### config.mk
export PLATFORM = sky130hd
export DESIGN_NAME = bg_fb_writer
export DESIGN_NICKNAME = d
export VERILOG_FILES = /design/src/rtl/bg_fb_pkg.sv /design/src/rtl/bg_rect_clip.sv /design/src/rtl/bg_fb_writer.sv
export SDC_FILE = /design/constraint.sdc
export NUM_CORES = 1
export LEC_CHECK = 0
export BUFFER_PORTS_ARGS = -buffer_cell sky130_fd_sc_hd__buf_2
export CAP_MARGIN = 15
export CORE_UTILIZATION = 28
export DETAILED_ROUTE_END_ITERATION = 8
export PLACE_DENSITY = 0.45
export SYNTH_ARGS = -nofsm -noshare
export SYNTH_HDL_FRONTEND = slang
export SYNTH_SLANG_ARGS = --single-unit
### constraint.sdc
create_clock -name Clk -period 4.85 [get_ports Clk]
set_input_delay 0.97 -clock Clk [delete_from_list [all_inputs] [get_ports Clk]]
set_output_delay 0.97 -clock Clk [all_outputs]
set_load 0.05 [all_outputs]
### src/rtl/bg_fb_pkg.sv
// Shared constants and types for the background frame-buffer writer.
// Screen geometry, buffer select codes and writer FSM states.
package bg_fb_pkg;

  localparam int FB_WIDTH  = 320;
  localparam int FB_HEIGHT = 240;

  localparam logic [1:0] BG_INVALID = 2'd3;

  typedef enum logic [1:0] {
    BG_START    = 2'd0,
    BG_INGAME   = 2'd1,
    BG_GAMEOVER = 2'd2
  } bg_sel_t;

  typedef enum logic [1:0] {
    IDLE,
    CLIP,
    RUN,
    FIN
  } wr_state_t;

endpackage

### src/rtl/bg_rect_clip.sv
// Combinational clip of a rectangle to the 320x240 screen.
// In: x0/y0/w/h. Out: exclusive x_end/y_end and an empty flag.
module bg_rect_clip
  import bg_fb_pkg::*;
(
  input  logic [8:0] x0,
  input  logic [7:0] y0,
  input  logic [8:0] w,
  input  logic [7:0] h,
  output logic [9:0] x_end,
  output logic [8:0] y_end,
  output logic       empty
);

  localparam logic [9:0] FB_W = 10'(FB_WIDTH);
  localparam logic [8:0] FB_H = 9'(FB_HEIGHT);

  logic [9:0] x_sum;
  logic [8:0] y_sum;

  always_comb begin
    x_sum = {1'b0, x0} + {1'b0, w};
    y_sum = {1'b0, y0} + {1'b0, h};
    x_end = (x_sum > FB_W) ? FB_W : x_sum;
    y_end = (y_sum > FB_H) ? FB_H : y_sum;
    empty = (w == 9'd0) || (h == 8'd0) ||
            ({1'b0, x0} >= FB_W) || ({1'b0, y0} >= FB_H);
  end

endmodule

### src/rtl/bg_fb_writer.sv
// Rectangle-fill writer into the 4-bit background frame buffers.
// Ports: cmd_* valid/ready command in, write_* pixel strobe out, busy/done/cmd_err.
module bg_fb_writer
  import bg_fb_pkg::*;
#(
  parameter int ADDR_W = 19,
  parameter int DATA_W = 4
) (
  input  logic              Clk,
  input  logic              Reset_n,
  input  logic              cmd_valid,
  output logic              cmd_ready,
  input  logic [8:0]        cmd_x0,
  input  logic [7:0]        cmd_y0,
  input  logic [8:0]        cmd_w,
  input  logic [7:0]        cmd_h,
  input  logic [DATA_W-1:0] cmd_color,
  input  logic [1:0]        cmd_bg_sel,
  input  logic              write_allow,
  output logic              write_en,
  output logic [ADDR_W-1:0] write_address,
  output logic [DATA_W-1:0] write_data,
  output logic [1:0]        write_sel,
  output logic              busy,
  output logic              done,
  output logic              cmd_err
);

  wr_state_t state_q, state_d;

  logic [8:0]        x0_q, x0_d;
  logic [7:0]        y0_q, y0_d;
  logic [8:0]        w_q, w_d;
  logic [7:0]        h_q, h_d;
  logic [DATA_W-1:0] color_q, color_d;
  logic [1:0]        sel_q, sel_d;

  logic [8:0]  x_q, x_d;
  logic [7:0]  y_q, y_d;
  logic [16:0] row_q, row_d;

  logic              we_q, we_d;
  logic [ADDR_W-1:0] addr_q, addr_d;
  logic [DATA_W-1:0] data_q, data_d;
  logic [1:0]        wsel_q, wsel_d;
  logic              busy_q, busy_d;
  logic              done_q, done_d;
  logic              err_q, err_d;
  logic              rdy_q, rdy_d;

  logic [9:0] x_end;
  logic [8:0] y_end;
  logic       empty;

  bg_rect_clip u_clip (
    .x0    (x0_q),
    .y0    (y0_q),
    .w     (w_q),
    .h     (h_q),
    .x_end (x_end),
    .y_end (y_end),
    .empty (empty)
  );

  always_comb begin
    state_d = state_q;
    x0_d    = x0_q;
    y0_d    = y0_q;
    w_d     = w_q;
    h_d     = h_q;
    color_d = color_q;
    sel_d   = sel_q;
    x_d     = x_q;
    y_d     = y_q;
    row_d   = row_q;
    we_d    = 1'b0;
    addr_d  = addr_q;
    data_d  = data_q;
    wsel_d  = wsel_q;
    unique case (state_q)
      IDLE: begin
        if (cmd_valid && rdy_q) begin
          x0_d    = cmd_x0;
          y0_d    = cmd_y0;
          w_d     = cmd_w;
          h_d     = cmd_h;
          color_d = cmd_color;
          sel_d   = cmd_bg_sel;
          state_d = CLIP;
        end
      end
      CLIP: begin
        if (empty || sel_q == BG_INVALID) begin
          state_d = FIN;
        end else begin
          x_d     = x0_q;
          y_d     = y0_q;
          // y0*320 as (y0<<8)+(y0<<6)
          row_d   = 17'({y0_q, 8'd0}) + 17'({y0_q, 6'd0});
          state_d = RUN;
        end
      end
      RUN: begin
        if (write_allow) begin
          we_d   = 1'b1;
          addr_d = ADDR_W'(row_q) + ADDR_W'(x_q);
          data_d = color_q;
          wsel_d = sel_q;
          if ({1'b0, x_q} + 10'd1 == x_end) begin
            x_d   = x0_q;
            y_d   = y_q + 8'd1;
            row_d = row_q + 17'(FB_WIDTH);
            if ({1'b0, y_q} + 9'd1 == y_end) begin
              state_d = FIN;
            end
          end else begin
            x_d = x_q + 9'd1;
          end
        end
      end
      FIN: begin
        state_d = IDLE;
      end
      default: state_d = IDLE;
    endcase
    rdy_d  = (state_d == IDLE);
    busy_d = (state_d != IDLE);
    // done lands after the final write has left the output register
    done_d = (state_q == FIN);
    err_d  = (state_q == FIN) && (sel_q == BG_INVALID);
  end

  always_ff @(posedge Clk or negedge Reset_n) begin
    if (!Reset_n) begin
      state_q <= IDLE;
      x0_q    <= '0;
      y0_q    <= '0;
      w_q     <= '0;
      h_q     <= '0;
      color_q <= '0;
      sel_q   <= '0;
      x_q     <= '0;
      y_q     <= '0;
      row_q   <= '0;
      we_q    <= 1'b0;
      addr_q  <= '0;
      data_q  <= '0;
      wsel_q  <= '0;
      busy_q  <= 1'b0;
      done_q  <= 1'b0;
      err_q   <= 1'b0;
      rdy_q   <= 1'b0;
    end else begin
      state_q <= state_d;
      x0_q    <= x0_d;
      y0_q    <= y0_d;
      w_q     <= w_d;
      h_q     <= h_d;
      color_q <= color_d;
      sel_q   <= sel_d;
      x_q     <= x_d;
      y_q     <= y_d;
      row_q   <= row_d;
      we_q    <= we_d;
      addr_q  <= addr_d;
      data_q  <= data_d;
      wsel_q  <= wsel_d;
      busy_q  <= busy_d;
      done_q  <= done_d;
      err_q   <= err_d;
      rdy_q   <= rdy_d;
    end
  end

  assign cmd_ready     = rdy_q;
  assign write_en      = we_q;
  assign write_address = addr_q;
  assign write_data    = data_q;
  assign write_sel     = wsel_q;
  assign busy          = busy_q;
  assign done          = done_q;
  assign cmd_err       = err_q;

endmodule

Word-level counts from Yosys, hierarchy flattened
Index checks and enable logic that the tools add are counted.
{ "word_totals": {"register_bits": 106, "latchBits": 0, "ramBits": 0, "romBits": 0, "input_bits": 44, "out_inout_bits": 30, "word_cells": 78, "mem_count": 0} }
{ "op_classes": {"addsub": 9, "n_mul": 0, "div": 0, "magnitude_cmp": 4, "n_eq_ne": 9, "shift": 0, "muxes": 22, "n_bitwise": 0, "n_reduce_logical": 16} }
{ "ops": {"columns": ["op", "count"], "rows": [
  ["$mux 17", 3],
  ["$mux 9", 4],
  ["$pmux 17 s2", 1],
  ["$mux 8", 3],
  ["$add 17x9->18", 1],
  ["$pmux 9 s2", 1],
  ["$add 16x14->17", 1],
  ["$add 17x9->17 const B", 1],
  ["$pmux 8 s2", 1],
  ["$add 9x1->10 const B", 1],
  ["$add 9x9->10", 1],
  ["$eq 10x10->1", 1],
  ["$gt 10x9->1 const B", 1],
  ["$mux 10", 1],
  ["$add 8x1->9 const B", 1],
  ["$add 8x8->9", 1],
  ["$add 9x1->9 const B", 1],
  ["$eq 9x9->1", 1],
  ["$ge 9x9->1 const B", 1],
  ["$gt 9x8->1 const B", 1],
  ["$logic_not 9->1", 1],
  ["$add 8x1->8 const B", 1],
  ["$ge 8x8->1 const B", 1],
  ["$logic_not 8->1", 1],
  ["other kinds (13)", 29]
]} }

Longest topological paths before layout
{ "depth": {"ltp_word": 9, "depth_mapped": 13, "ltp_nobuf": 12} }

By module
Synthesis repeated with hierarchy kept, for this count alone.
{ "hier_totals": {"cells_unflattened": 684, "hier_area_um2": 6645.1} }
{ "by_module_without_submodules": {"columns": ["mod", "instances", "cells_per_inst", "area_per_inst_um2", "seq_area_each_um2"], "rows": [
  ["bg_fb_writer", 1, 543, 5594.1, 2477.4],
  ["bg_rect_clip", 1, 141, 1051.0, 0.0]
]} }

Least setup slack after synthesis
No wires, ideal clock.
{ "synth_timing": {"kind": "register to register", "startpoint": "register w_q[0]", "endpoint": "register x_q[5]", "setup_ns": 0.101, "arrival_ns": 3.480, "required_time_ns": 4.749, "setup_slack_ns": 1.269, "stages_incl_launch_ff": 14, "path_buffers": 1, "period_less_slack_ns": 3.581, "cell_sequence": "dfrtp_1 -> ha_1 -> inv_1 -> fa_1 -> nor2b_1 -> o22ai_1 -> xnor2_1 -> o41a_1 -> a21oi_2 -> mux2_4 -> buf_6 -> nor3_4 -> mux2_2 -> nor4_1"} }
{ "synth_between": {"elab_chain_cells": 7, "word_cells_on_any_way": 14, "classes_between": "add/sub: 1; order compare: 1; eq/ne: 2; mux: 4; reduce/logical: 6"} }
{ "synth_rtl": {"columns": ["element", "line_no", "source"], "rows": [
  ["start, declared", "bg_fb_writer.sv:33", "logic [8:0] w_q, w_d;"],
  ["start signal, assigned", "bg_fb_writer.sv:157", "w_q <= w_d;"],
  ["$add 9x9->10 or $logic_not 9->1 (tied branches)", "bg_rect_clip.sv:22, bg_rect_clip.sv:26", null],
  ["$gt 10x9->1 or $logic_or 1x1->1 (tied branches)", "bg_rect_clip.sv:24, bg_rect_clip.sv:26", null],
  ["$mux 10 or $logic_or 1x1->1 (tied branches)", "bg_rect_clip.sv:24, bg_rect_clip.sv:26", null],
  ["$eq 10x10->1 or $logic_or 1x1->1 (tied branches)", "bg_fb_writer.sv:109, bg_rect_clip.sv:27", null],
  ["$mux 9 or $logic_or 1x1->1 (tied branches)", "bg_fb_writer.sv:109, bg_fb_writer.sv:93", null],
  ["$mux 9 or $ne 2x2->1 (tied branches)", null, null],
  ["$pmux 9 s2 or $reduce_and 3->1 (tied branches)", null, null],
  ["end signal, assigned", "bg_fb_writer.sv:142", "x_q <= '0;"],
  ["end signal, assigned", "bg_fb_writer.sv:161", "x_q <= x_d;"],
  ["end, declared", "bg_fb_writer.sv:38", "logic [8:0] x_q, x_d;"]
]} }
Several ways; a longest one is shown, not always the timed one. The select of a mux whose other input is x is not followed.
A chain may end at the register's enable or synchronous reset.

Worst setup path after layout
{ "layout_timing": {"startpoint": "register x0_q[0]", "endpoint": "register y_q[1]"} }
{ "layout_between": {"elab_chain_cells": 6, "word_cells_on_any_way": 11, "classes_between": "add/sub: 1; order compare: 2; eq/ne: 3; mux: 1; reduce/logical: 4"} }
{ "layout_rtl": {"columns": ["element", "line_no", "source"], "rows": [
  ["start, declared", "bg_fb_writer.sv:31", "logic [8:0] x0_q, x0_d;"],
  ["start signal, assigned", "bg_fb_writer.sv:136", "x0_q <= '0;"],
  ["start signal, assigned", "bg_fb_writer.sv:155", "x0_q <= x0_d;"],
  ["$add 9x9->10 or $ge 9x9->1 (tied branches)", "bg_rect_clip.sv:22, bg_rect_clip.sv:27", null],
  ["$gt 10x9->1 or $logic_or 1x1->1 (tied branches)", "bg_rect_clip.sv:24, bg_rect_clip.sv:26", null],
  ["$mux 10 or $logic_or 1x1->1 (tied branches)", "bg_rect_clip.sv:24, bg_rect_clip.sv:27", null],
  ["$eq 10x10->1 or $logic_or 1x1->1 (tied branches)", "bg_fb_writer.sv:109, bg_fb_writer.sv:93", null],
  ["$ne 2x2->1 (no source line)", null, null],
  ["$reduce_and 4->1 (no source line) *", null, null],
  ["end signal, assigned", "bg_fb_writer.sv:162", "y_q <= y_d;"],
  ["end, declared", "bg_fb_writer.sv:39", "logic [7:0] y_q, y_d;"]
]} }
Every way passes the cells marked *; elsewhere a longest branch is shown, timed or not.

==> impl_metrics.ini <==
[outcome]
status = completed

[placement]
preCtsSetupSlack_ns = 0.7764
port_buffers = 72
place_hpwl_um = 14020
place_congestion = 0.8295

[yosys]
synth_xor_xnor_area_share_pct = 5.875
yosys_warnings = 0
synth_area_leaders = dfrtp_1 37%, mux2_2 9.3%, ha_1 6.4%
ys.flop_type = dfrtp_1
synth-edff-count = 0
ys_types = 80
synth_area_um2 = 6688
synth_nets = 768
yosysSeqAreaShare_pct = 37.04
synth-compound-area-share_pct = 17.72
synthAdderAreaFrac_pct = 7.259
syn-mean-instance-area_um2 = 9.735
synthArstFlopShare_pct = 100.0
synth.top_cell.area_share_pct = 37.04
synth_top_family_by_area = simple AND/OR/NAND/NOR gates
synth_simple_gate_area_share_pct = 18.45
yosys-mux-area-fraction_pct = 10.53
synth-seq-cells = 99
yosys.area.top_type = dfrtp_1
syn_inst = 687

[global_route]
overflow = 0
grt_pass1_wl_um = 30690
antenna_found_initial = 0
grt_pass1_vias = 5381
grt_max_degree = 62
grt.total_usage_pct = 16.22

[worst_setup_path]
cp_data_required_time_ns = 5.10
startpoint = x0_q[0]
critPathCaptureType = flop
regToRegStartpoint = x0_q[0]
cp_max_fo = 10
r2r-end = y_q[1]
worstPathArrival_ns = 4.31
ff2ff_path_depth = 12
r2r_slack_ns = 0.79
worstSetupPathType = flop to flop
start_kind = flop

[detailed_routing]
drc = 0
viasPerCell = 5.034
firstDrtPassIters = 4
drt_iter0_drc = 243
postRouteAntennaNets = 0
num_vias = 5402
wl_per_cell_um = 17.45
wl_um = 18730

[cts]
cts_root_buf = clkbuf_16
cts.path.max_buffers = 2
cts_sinks = 99
clk_latency_ns = 0.36
hold_buffers = 0
clk_pin_slew_ns = 0.08
cts_tree = built
cts_setup_buffers = 0
cts_max_level = 3
ctsResizeCount = 0
cts_made_buffers = 9

[finish]
layout.cells.most_common = dfrtp_1
nNetsFinal = 830
nFillCells = 2469
antenna_cells = 0
area_delta_synth_final_pct = 14.76
final_cell_mix = 99 x dfrtp_1, 71 x buf_2, 60 x nand2_1
drive_gt1_share_pct = 23.47

[min_path]
hold_path_class = flop to flop
min_to = write_address[10]
worstHoldPathCells = 2
hold_path.startpoint = write_address[10]

[die]
die_h_um = 156.5
initial_core_util_pct = 28.49
die-area_um2 = 24510
coreArea_um2 = 23470
row_count = 56
ios = 74
die_x_um = 156.5

[sta]
fin_crit_ns = 4.064
drv_slew = 0
skew_ns = 0.009624
slew_headroom_pct = 44.58
fin_ws_ns = 0.7860
rsz0062_at_grt = no
whs_ns = 0.4739
period_share_pct = 83.79
fmax_ghz = 0.2461
finalSetupTns_ns = 0
hold_viol = 0
worst_slew_pin_slew_ns = 0.8313
setup_violations = 0

[run]
maxCapViolations = 0
[routing by layer]
metal / part of all wire, % / wire length, um / GRT usage (%) / vias to the layer above
li1: - / - / - / 2682
met1: 54 / 10040 / 24.54 / 2588
met2: 41 / 7657 / 23.13 / 119
met3: 4.6 / 868 / 3.489 / 13
met4: 0.86 / 161 / 3.641 / 0
met5: 0 / 0 / 0 / -
[worst max-delay path, cell delays in order, from the launching register on]
cell	delay [ns]
dfrtp_1	0.42
ha_1	0.21
inv_1	0.06
fa_1	0.42
nor2b_1	0.32
o221a_4	0.31
o31a_4	0.17
o221ai_1	0.20
xnor2_2	0.58
nand4_4	0.26
o31ai_4	0.49
nand2_4	0.14
a221o_1	0.39
[cell usage after synthesis (5+ instances only)]
library cell	count
ha_1	34
nor3_1	15
and3_1	8
mux2i_1	7
a31oi_1	8
mux2_2	55
clkbuf_1	17
nor2b_1	16
xnor2_1	22
dfrtp_1	99
a21o_1	12
buf_1	7
inv_1	23
o22ai_1	7
nand2_1	60
nand4_1	14
a21oi_1	22
nor3b_1	5
xor2_1	21
nand3_1	25
nor4_1	12
o31ai_1	8
o21ai_0	38
nor2_1	49
a221o_1	7
[logic make-up after synthesis]
logic type      after synthesis
compound gates              159
xor+xnor                     44
other cells                   1
simple gates                233
mux                          63
fa+ha+maj                    37
buf+inv                      51
flops                        99
[worst max path at each step]
stage          slack, ns  cells after the start     end
4_1_cts             0.76                     12  y_q[1]
2_1_floorplan       1.27                     13  x_q[5]
5_1_grt             0.52                     12  y_q[1]
6_report            0.79                     12  y_q[1]
3_3_place_gp        0.88                     12  x_q[5]
3_5_place_dp        0.78                     12  y_q[1]
[through the flow]
step | instance area (um^2) | instances | utilization [%]
floorplan | 6688 | 687 | -
global placement | 7388 | 1057 | 31.48
detailed placement | 7388 | 1057 | 31.48
CTS | 7675 | 1073 | 32.70
global route | 7675 | 1073 | 32.70
finish | 7675 | 1073 | 32.70
[cell type report]
type	instances	area [um^2]	share of cell area [%]
multi-input cells	537	4010	52.25
flip-flops and latches	99	2477	32.28
repair buffers	79	415.4	5.412
well taps	319	399.1	5.201
clock buffers	9	225.2	2.934
inverters	23	86.33	1.125
clock inverters	7	61.31	0.7988
[state kept, by name (all words and copies together) (netlist names)]
name and flops:
sel_q 2, row_q 11, cmd_ready 1, w_q 9, write_address 18, write_sel 2, x_q 9, color_q 4
x0_q 9, write_data 4, cmd_err 1, busy 1, done 1, write_en 1, y0_q 8, y_q 8
state_q 2, h_q 8
Power is not shown: default switching activity piles up to over one toggle a cycle in this logic, so the estimate is an artifact.
